===== src/rtl/ram_fill_check.sv =====
// Fill/check engine for a single-port block RAM: writes addr+base to every word, reads it back, counts mismatches.
// Optional build macro RAM_FILL_CHECK_LOOP_EN: DONE lasts one cycle and the next pass starts automatically with base+1.
module ram_fill_check #(
  parameter int ADDR_W = 5,
  parameter int DATA_W = 8
) (
  input  logic              clk,
  input  logic              reset_n,
  input  logic              start,
  output logic              ram_we,
  output logic [ADDR_W-1:0] ram_addr,
  output logic [DATA_W-1:0] ram_din,
  input  logic [DATA_W-1:0] ram_dout,
  output logic              busy,
  output logic              done,
  output logic              error,
  output logic [7:0]        err_count,
  output logic [ADDR_W-1:0] first_err_addr,
  output logic [2:0]        state_dbg
);

  typedef enum logic [2:0] {
    S_IDLE  = 3'd0,
    S_WRITE = 3'd1,
    S_READ  = 3'd2,
    S_DRAIN = 3'd3,
    S_DONE  = 3'd4
  } state_t;

  localparam logic [ADDR_W-1:0] LAST_ADDR = '1;
  localparam logic [ADDR_W-1:0] ADDR_ONE  = ADDR_W'(1);

  state_t              state;
  logic [DATA_W-1:0]   base;
  logic                cmp_v;
  logic [DATA_W-1:0]   cmp_exp;
  logic [ADDR_W-1:0]   cmp_addr;
  logic                go;
  logic [DATA_W-1:0]   next_base;

  assign state_dbg = state;

  function automatic logic [DATA_W-1:0] pattern(input logic [ADDR_W-1:0] a,
                                                input logic [DATA_W-1:0] b);
    logic [DATA_W-1:0] w;
    w = '0;
    w[ADDR_W-1:0] = a;
    return w + b;
  endfunction

  // A pass begins from IDLE or DONE; an explicit start always restores base 0.
  always_comb begin
    go        = 1'b0;
    next_base = '0;
    case (state)
      S_IDLE: go = start;
      S_DONE: begin
`ifdef RAM_FILL_CHECK_LOOP_EN
        go        = 1'b1;
        next_base = start ? '0 : base + DATA_W'(1);
`else
        go        = start;
`endif
      end
      default: go = 1'b0;
    endcase
  end

  always_ff @(posedge clk or negedge reset_n) begin
    if (!reset_n) begin
      state          <= S_IDLE;
      ram_we         <= 1'b0;
      ram_addr       <= '0;
      ram_din        <= '0;
      busy           <= 1'b0;
      done           <= 1'b0;
      error          <= 1'b0;
      err_count      <= 8'd0;
      first_err_addr <= '0;
      base           <= '0;
      cmp_v          <= 1'b0;
      cmp_exp        <= '0;
      cmp_addr       <= '0;
    end else begin
      // Read data arrives one cycle after its address; compare against the word registered then.
      cmp_v <= 1'b0;
      if (cmp_v && (ram_dout != cmp_exp)) begin
        error <= 1'b1;
        if (err_count != 8'hFF) err_count <= err_count + 8'd1;
        if (err_count == 8'd0) first_err_addr <= cmp_addr;
      end

      if (go) begin
        state          <= S_WRITE;
        base           <= next_base;
        ram_we         <= 1'b1;
        ram_addr       <= '0;
        ram_din        <= next_base;
        busy           <= 1'b1;
        done           <= 1'b0;
        error          <= 1'b0;
        err_count      <= 8'd0;
        first_err_addr <= '0;
      end else begin
        case (state)
          S_WRITE: begin
            if (ram_addr == LAST_ADDR) begin
              state    <= S_READ;
              ram_we   <= 1'b0;
              ram_addr <= '0;
              ram_din  <= '0;
            end else begin
              ram_addr <= ram_addr + ADDR_ONE;
              ram_din  <= pattern(ram_addr + ADDR_ONE, base);
            end
          end
          S_READ: begin
            cmp_v    <= 1'b1;
            cmp_exp  <= pattern(ram_addr, base);
            cmp_addr <= ram_addr;
            if (ram_addr == LAST_ADDR) begin
              state    <= S_DRAIN;
              ram_addr <= '0;
            end else begin
              ram_addr <= ram_addr + ADDR_ONE;
            end
          end
          S_DRAIN: begin
            state <= S_DONE;
            busy  <= 1'b0;
            done  <= 1'b1;
          end
          default: ;
        endcase
      end
    end
  end

endmodule


===== config.mk =====
export PLATFORM = sky130hd
export DESIGN_NAME = ram_fill_check
export DESIGN_NICKNAME = d
export VERILOG_FILES = /design/src/rtl/ram_fill_check.sv
export SDC_FILE = /design/constraint.sdc
export NUM_CORES = 1
export LEC_CHECK = 0
export BUFFER_PORTS_ARGS = -buffer_cell sky130_fd_sc_hd__buf_4
export CORE_ASPECT_RATIO = 2
export CORE_UTILIZATION = 55
export CTS_BUF_LIST = sky130_fd_sc_hd__clkbuf_8
export CTS_CLUSTER_SIZE = 30
export DETAILED_ROUTE_END_ITERATION = 10
export HOLD_SLACK_MARGIN = 0.08
export PLACE_DENSITY = 0.82
export REMOVE_ABC_BUFFERS = 1
export SYNTH_ARGS = -nofsm -noshare
export SYNTH_HDL_FRONTEND = slang
export SYNTH_SLANG_ARGS = --single-unit

===== constraint.sdc =====
create_clock -name clk -period 3.21 [get_ports clk]
set_input_delay 0.642 -clock clk [delete_from_list [all_inputs] [get_ports clk]]
set_output_delay 0.642 -clock clk [all_outputs]
set_load 0.005 [all_outputs]

# --- Word-level counts from Yosys, hierarchy flattened ---
# Index checks and enable logic that the tools add are counted.
totals:
  input_bits: 11
  mem_bits_rw: 0
  out_inout_bits: 33
  romBits: 0
  reg_bits: 39
  memories: 0
  elab_cells: 69
  latch_bits: 0
classes:
  multipliers: 0
  n_shift: 0
  n_addsub: 2
  n_eq_ne: 9
  n_bitwise: 1
  magnitude_cmp: 0
  n_reduce_logical: 18
  mux: 28
  div: 0
op_table:
  columns: ["op", "n"]
  rows:
  - ["8-bit two-way mux", 5]
  - ["5-bit two-way mux", 7]
  - ["2-bit nonzero test", 7]
  - ["1-bit two-way mux", 12]
  - ["3-bit two-way mux", 3]
  - ["3-bit case mux with 3 select lines", 1]
  - ["8-bit by 1-bit adder with 8-bit output, second input constant", 1]
  - ["8-bit zero test", 1]
  - ["8-bit by 5-bit != test with 1-bit output", 1]
  - ["8-bit != test, second input constant", 1]
  - ["2-bit AND reduction", 4]
  - ["3-bit by 2-bit == test with 1-bit output, second input constant", 2]
  - ["3-bit != test, second input constant", 2]
  - ["5-bit by 1-bit adder with 5-bit output, second input constant", 1]
  - ["5-bit == test, second input constant", 1]
  - ["4-bit nonzero test", 1]
  - ["2-bit OR reduction", 2]
  - ["3-bit by 1-bit == test with 1-bit output, second input constant", 1]
  - ["3-bit == test, second input constant", 1]
  - ["3-bit zero test", 1]
  - ["3-bit AND reduction", 1]
  - ["1-bit logical AND", 1]
  - ["1-bit NOT", 1]

# --- Longest topological paths before layout ---
logic_depth:
  ltp_word: 5
  mapped_depth: 8
  mapped_depth_nobuf: 7

# --- Worst setup path before layout ---
# No wires, ideal clock.
synth_path:
  path_type: "register to register"
  startpoint: "register ram_addr[0]"
  endpoint: "register ram_addr[2]"
  arrival_time_ps: 1857
  n_path_buf: 1
  path_stages_with_launch: 7
  setup_slack_ps: 1275
  synth_period_minus_slack_ps: 1935
  setup_ps: 77
  t_required_ps: 3133
  path_cell_list: "dfrtp_1 ha_1 and3_1 ha_1 clkbuf_1 or4b_1 a21oi_1"
synth_between:
  elab_chain_cells: 4
  word_cells_on_any_way: 5
  cone_classes: "add/sub (1); eq/ne (1); mux (3)"
synth_lines:
  columns: ["item", "line", "source"]
  rows:
  - ["start: declaration", "11", "output logic [ADDR_W-1:0] ram_addr,"]
  - ["start signal: assignment", "113", "ram_addr <= ram_addr + ADDR_ONE;"]
  - ["start signal: assignment", "125", "ram_addr <= ram_addr + ADDR_ONE;"]
  - ["5-bit by 1-bit adder with 5-bit output or 5-bit == test (tied branches)", null, null]
  - ["5-bit two-way mux *", "107, 121", null]
  - ["5-bit two-way mux *", null, null]
  - ["5-bit two-way mux *", "93", "if (go) begin"]
# Mark *: on every way between the ends. The rest lies on a longest branch, timed or not. The select of a mux whose other input is x is not followed.
# A chain may end at the register's enable or synchronous reset.

# --- Worst setup path in the final report ---
# Same ends and word-level chain as after synthesis.

==> results.md <==
- Outcome: completed
- Leak pwr: approximately 0.0011 uW
- CTS root buffer: clkbuf_8
- Postcts setup bufs: 0
- Setup TNS Final: 0 ps
- Period utilization: 0.6476
- Hold_ws: around 300 ps
- Global-route wire length before repair: 6817 um
- Critical path cell sequence: ha_1 -> and3_1 -> ha_1 -> or4b_1 -> a21oi_1
- Critical Path Start: ram_addr[0]
- CP Max Fanout: 11
- Detailed Place HPWL: 2965 um
- Post-synthesis compound-gate area fraction: 0.1368
- Int Pwr: roughly 650 uW
- Area delta synth->final: 20.52%
- HP Class: input pin to asynchronous set/reset pin
- Synth unique cells: a little over 40
- Worst-path clk slew: 70 ps
- Sequential share of power: 0.554
- CTS tree: done
- Crit path largest cell delay: 550 ps
- Power Density: 371.5 nW/um2
- Slew @ Worst Pin: 852.9 ps
- Max Cap Violations: 0
- Buffer depth of the longest clock path: 2
- Met1 GRT Util: 0.2620
- Antenna Cells: 0
- Synth top area share: 0.4925
- Final Wtd Congestion: between 0.9 and 1
- RSZ-0062 raised after global routing: false
- Post-synth ARST share: 1.000
- Inst Count DP: 249
- Comb power frac: 0.029
- Final WL: 4063 um
- Vias per inst: 6.043
- Hold buffers post-CTS: 0
- Final Hold Fails: 0
- Die Y-Extent: 83.56 um
- Adder-cell share of the synthesized area: 0.02736
- Worst path most repeated cell: ha_1
- Vias in the first global route: about 1600
- Reg2reg start: ram_addr[0]
- Register bit total from synthesis: 36
- Synth area leaders: dfrtp_1 (49%), a21oi_1 (4.7%), nand2_1 (3.9%)
- DR DRC count: 0
- Critical Setup Path Class: flip-flop to flip-flop
- Synth Area per Inst: 9.888 um2
- Minimum clock period: 2079 ps
- Clk_lat worst skew: 280 ps
- Synth Area in Simple Gates: 0.2052
- Grt total ovfl: 0
- EDFF count, synth: 0
- Die area: around 3600 um2
- Post-Syn Instances: 185
- Critical Path Sink Type: flip-flop
- H-tree depth: 2
- Worst Path Required: 3420 ps
- GRT met3 Usage: 0.04762
- Top Usage Layer GRT: met2
- Antenna-violating nets left: 0
- GRT Util Overall: 0.2475
- Layout cells sized above 1: 0.2578
- Slew Limit Fails: 0
- Worst-path cell with the longest stage delay: or4b_1
- 1st-iter DRT viols: 48
- Largest net degree at the start of global routing: 37
- Post-synth top cells: dfrtp_1 (36), nand2_1 (19), a21oi_1 (17)
- TritonCTS Buffers: 5
- Fin cells: 256
- Row count: 29
- Final setup viols: 0
- Leading area contributor after synthesis: dfrtp_1
- Nets: 240
- Initial antenna violation count: 0
- Worst vdd ir: approximately 0.39 mV
- Io pins: 44
- Effective utilization at floorplan: 0.5795
- Mapped Area: approximately 1800 um2
- Slew HR: 0.4314
- Switching Fraction: 0.2011
- Register area share after synthesis: 0.4925
- Routed length per placed instance: 15.87 um
- DIE WIDTH: 42.78 um
- P_sw: roughly 160 uW
- Top-count cell post-synth: dfrtp_1
- Fmax: 481.0 MHz
- Post-synthesis mux area share: 0.04720
- Top_reg_cell synth: dfrtp_1
- Yosys warning count: 0
- Fin util: 0.6984
- Worst clock skew: approximately 4.0 ps
- Vias: 1547
- Worst Setup Start Kind: flip-flop
- Sink Count: 36
- Met2 usage in global routing: 0.4394
- Core ar.: 3157 um2
- Post-synthesis xor/xnor area fraction: 0.03352
- Total Power: a little over 800 uW
- Clk pwr share: 0.417
- Port Buffers: 40
- Largest family of logic cells by synthesized area: simple AND/OR/NAND/NOR gates
- Cts repair resizes: 0
- Initial DRT Pass Iterations: 4
- CP arrival: 2290 ps
==> cell usage in the layout, fill, tap and decap left out, types with 2 or more instances in the layout <==
| cell | Yosys | layout |
|---|---|---|
| xor2_1 | 6 | 6 |
| o21ai_0 | 12 | 12 |
| dfrtp_1 | 36 | 36 |
| a31oi_1 | 2 | 2 |
| mux2i_1 | 3 | 3 |
| or3_1 | 2 | 2 |
| a21oi_1 | 17 | 17 |
| clkbuf_8 | 1 | 7 |
| mux2_2 | 5 | 5 |
| nand4_1 | 3 | 3 |
| a41o_1 | 3 | 3 |
| ha_1 | 4 | 4 |
| nor3_1 | 8 | 8 |
| nor2_1 | 16 | 16 |
| nand2_1 | 19 | 19 |
| a211oi_1 | 2 | 2 |
| inv_1 | 7 | 7 |
| conb_1 | 1 | 3 |
| buf_4 | 3 | 41 |
| nand3_1 | 10 | 10 |
| and3_1 | 2 | 2 |
==> state kept, by name (all words and copies together), names as in the netlist <==
signal	flops
ram_addr	5
cmp_v	1
ram_din	5
done	1
busy	1
first_err_addr	5
ram_we	1
err_count	8
cmp_exp	5
error	1
state_dbg	3
==> power by group through the flow <==
stage	clock [uW]	sequential (uW)	combinational, uW
6_report	342	454	23.7
5_1_grt	367	453	27.3
4_1_cts	348	454	24.3
3_5_place_dp	0	462	24.4
3_3_place_gp	0	462	23.6
2_1_floorplan	0	462	4.53
==> cell families after synthesis <==
logic type               after synthesis
XOR/XNOR                               7
adder cells (fa/ha/maj)                4
AND/OR/NAND/NOR                       71
flip-flops                            36
multiplexers                           8
AO/OA/AOI/OAI                         41
other                                  1
buffers and inverters                 17
==> through the flow <==
stage / instance area, um2 / setup slack (ps)
global placement: 2108 / 1074
detailed placement: 2108 / 970.1
floorplan: 1762 / 1336
CTS: 2205 / 1142
global route: 2205 / 1064
finish: 2205 / 1131
==> critical path: cells and delay by family (launching register included) <==
kind,cells,cell delay [ps]
compound gates,1,150
fa+ha+maj,2,620
flops,1,490
simple gates,2,750
==> per-layer routing <==
layer / routed length, um / part of all wire / vias to the layer above
li1: - / - / 730
met2: 2279 / 0.56 / 53
met5: 0 / 0 / -
met3: 169 / 0.042 / 11
met1: 1493 / 0.37 / 753
met4: 121 / 0.030 / 0
==> layout make-up <==
class | instances | area [um2]
Tap cell | 31 | 38.79
Timing Repair Buffer | 41 | 307.8
Inverter | 7 | 26.28
Fill cell | 235 | 952.2
Clock buffer | 7 | 96.34
Multi-Input combinational cell | 134 | 834.6
Sequential cell | 36 | 900.9
==> path summary, 6_finish.rpt <==
path	to	cells past startpoint	slack [ps]
min in group clk	ram_we	2	480
max in group asynchronous	first_err_addr[1]	1	2590
min	err_count[2]	1	300
min reg2reg	ram_we	2	480
max reg2reg	ram_addr[2]	5	1130
max	ram_addr[2]	5	1130
Power figures use the tool's default switching activity.
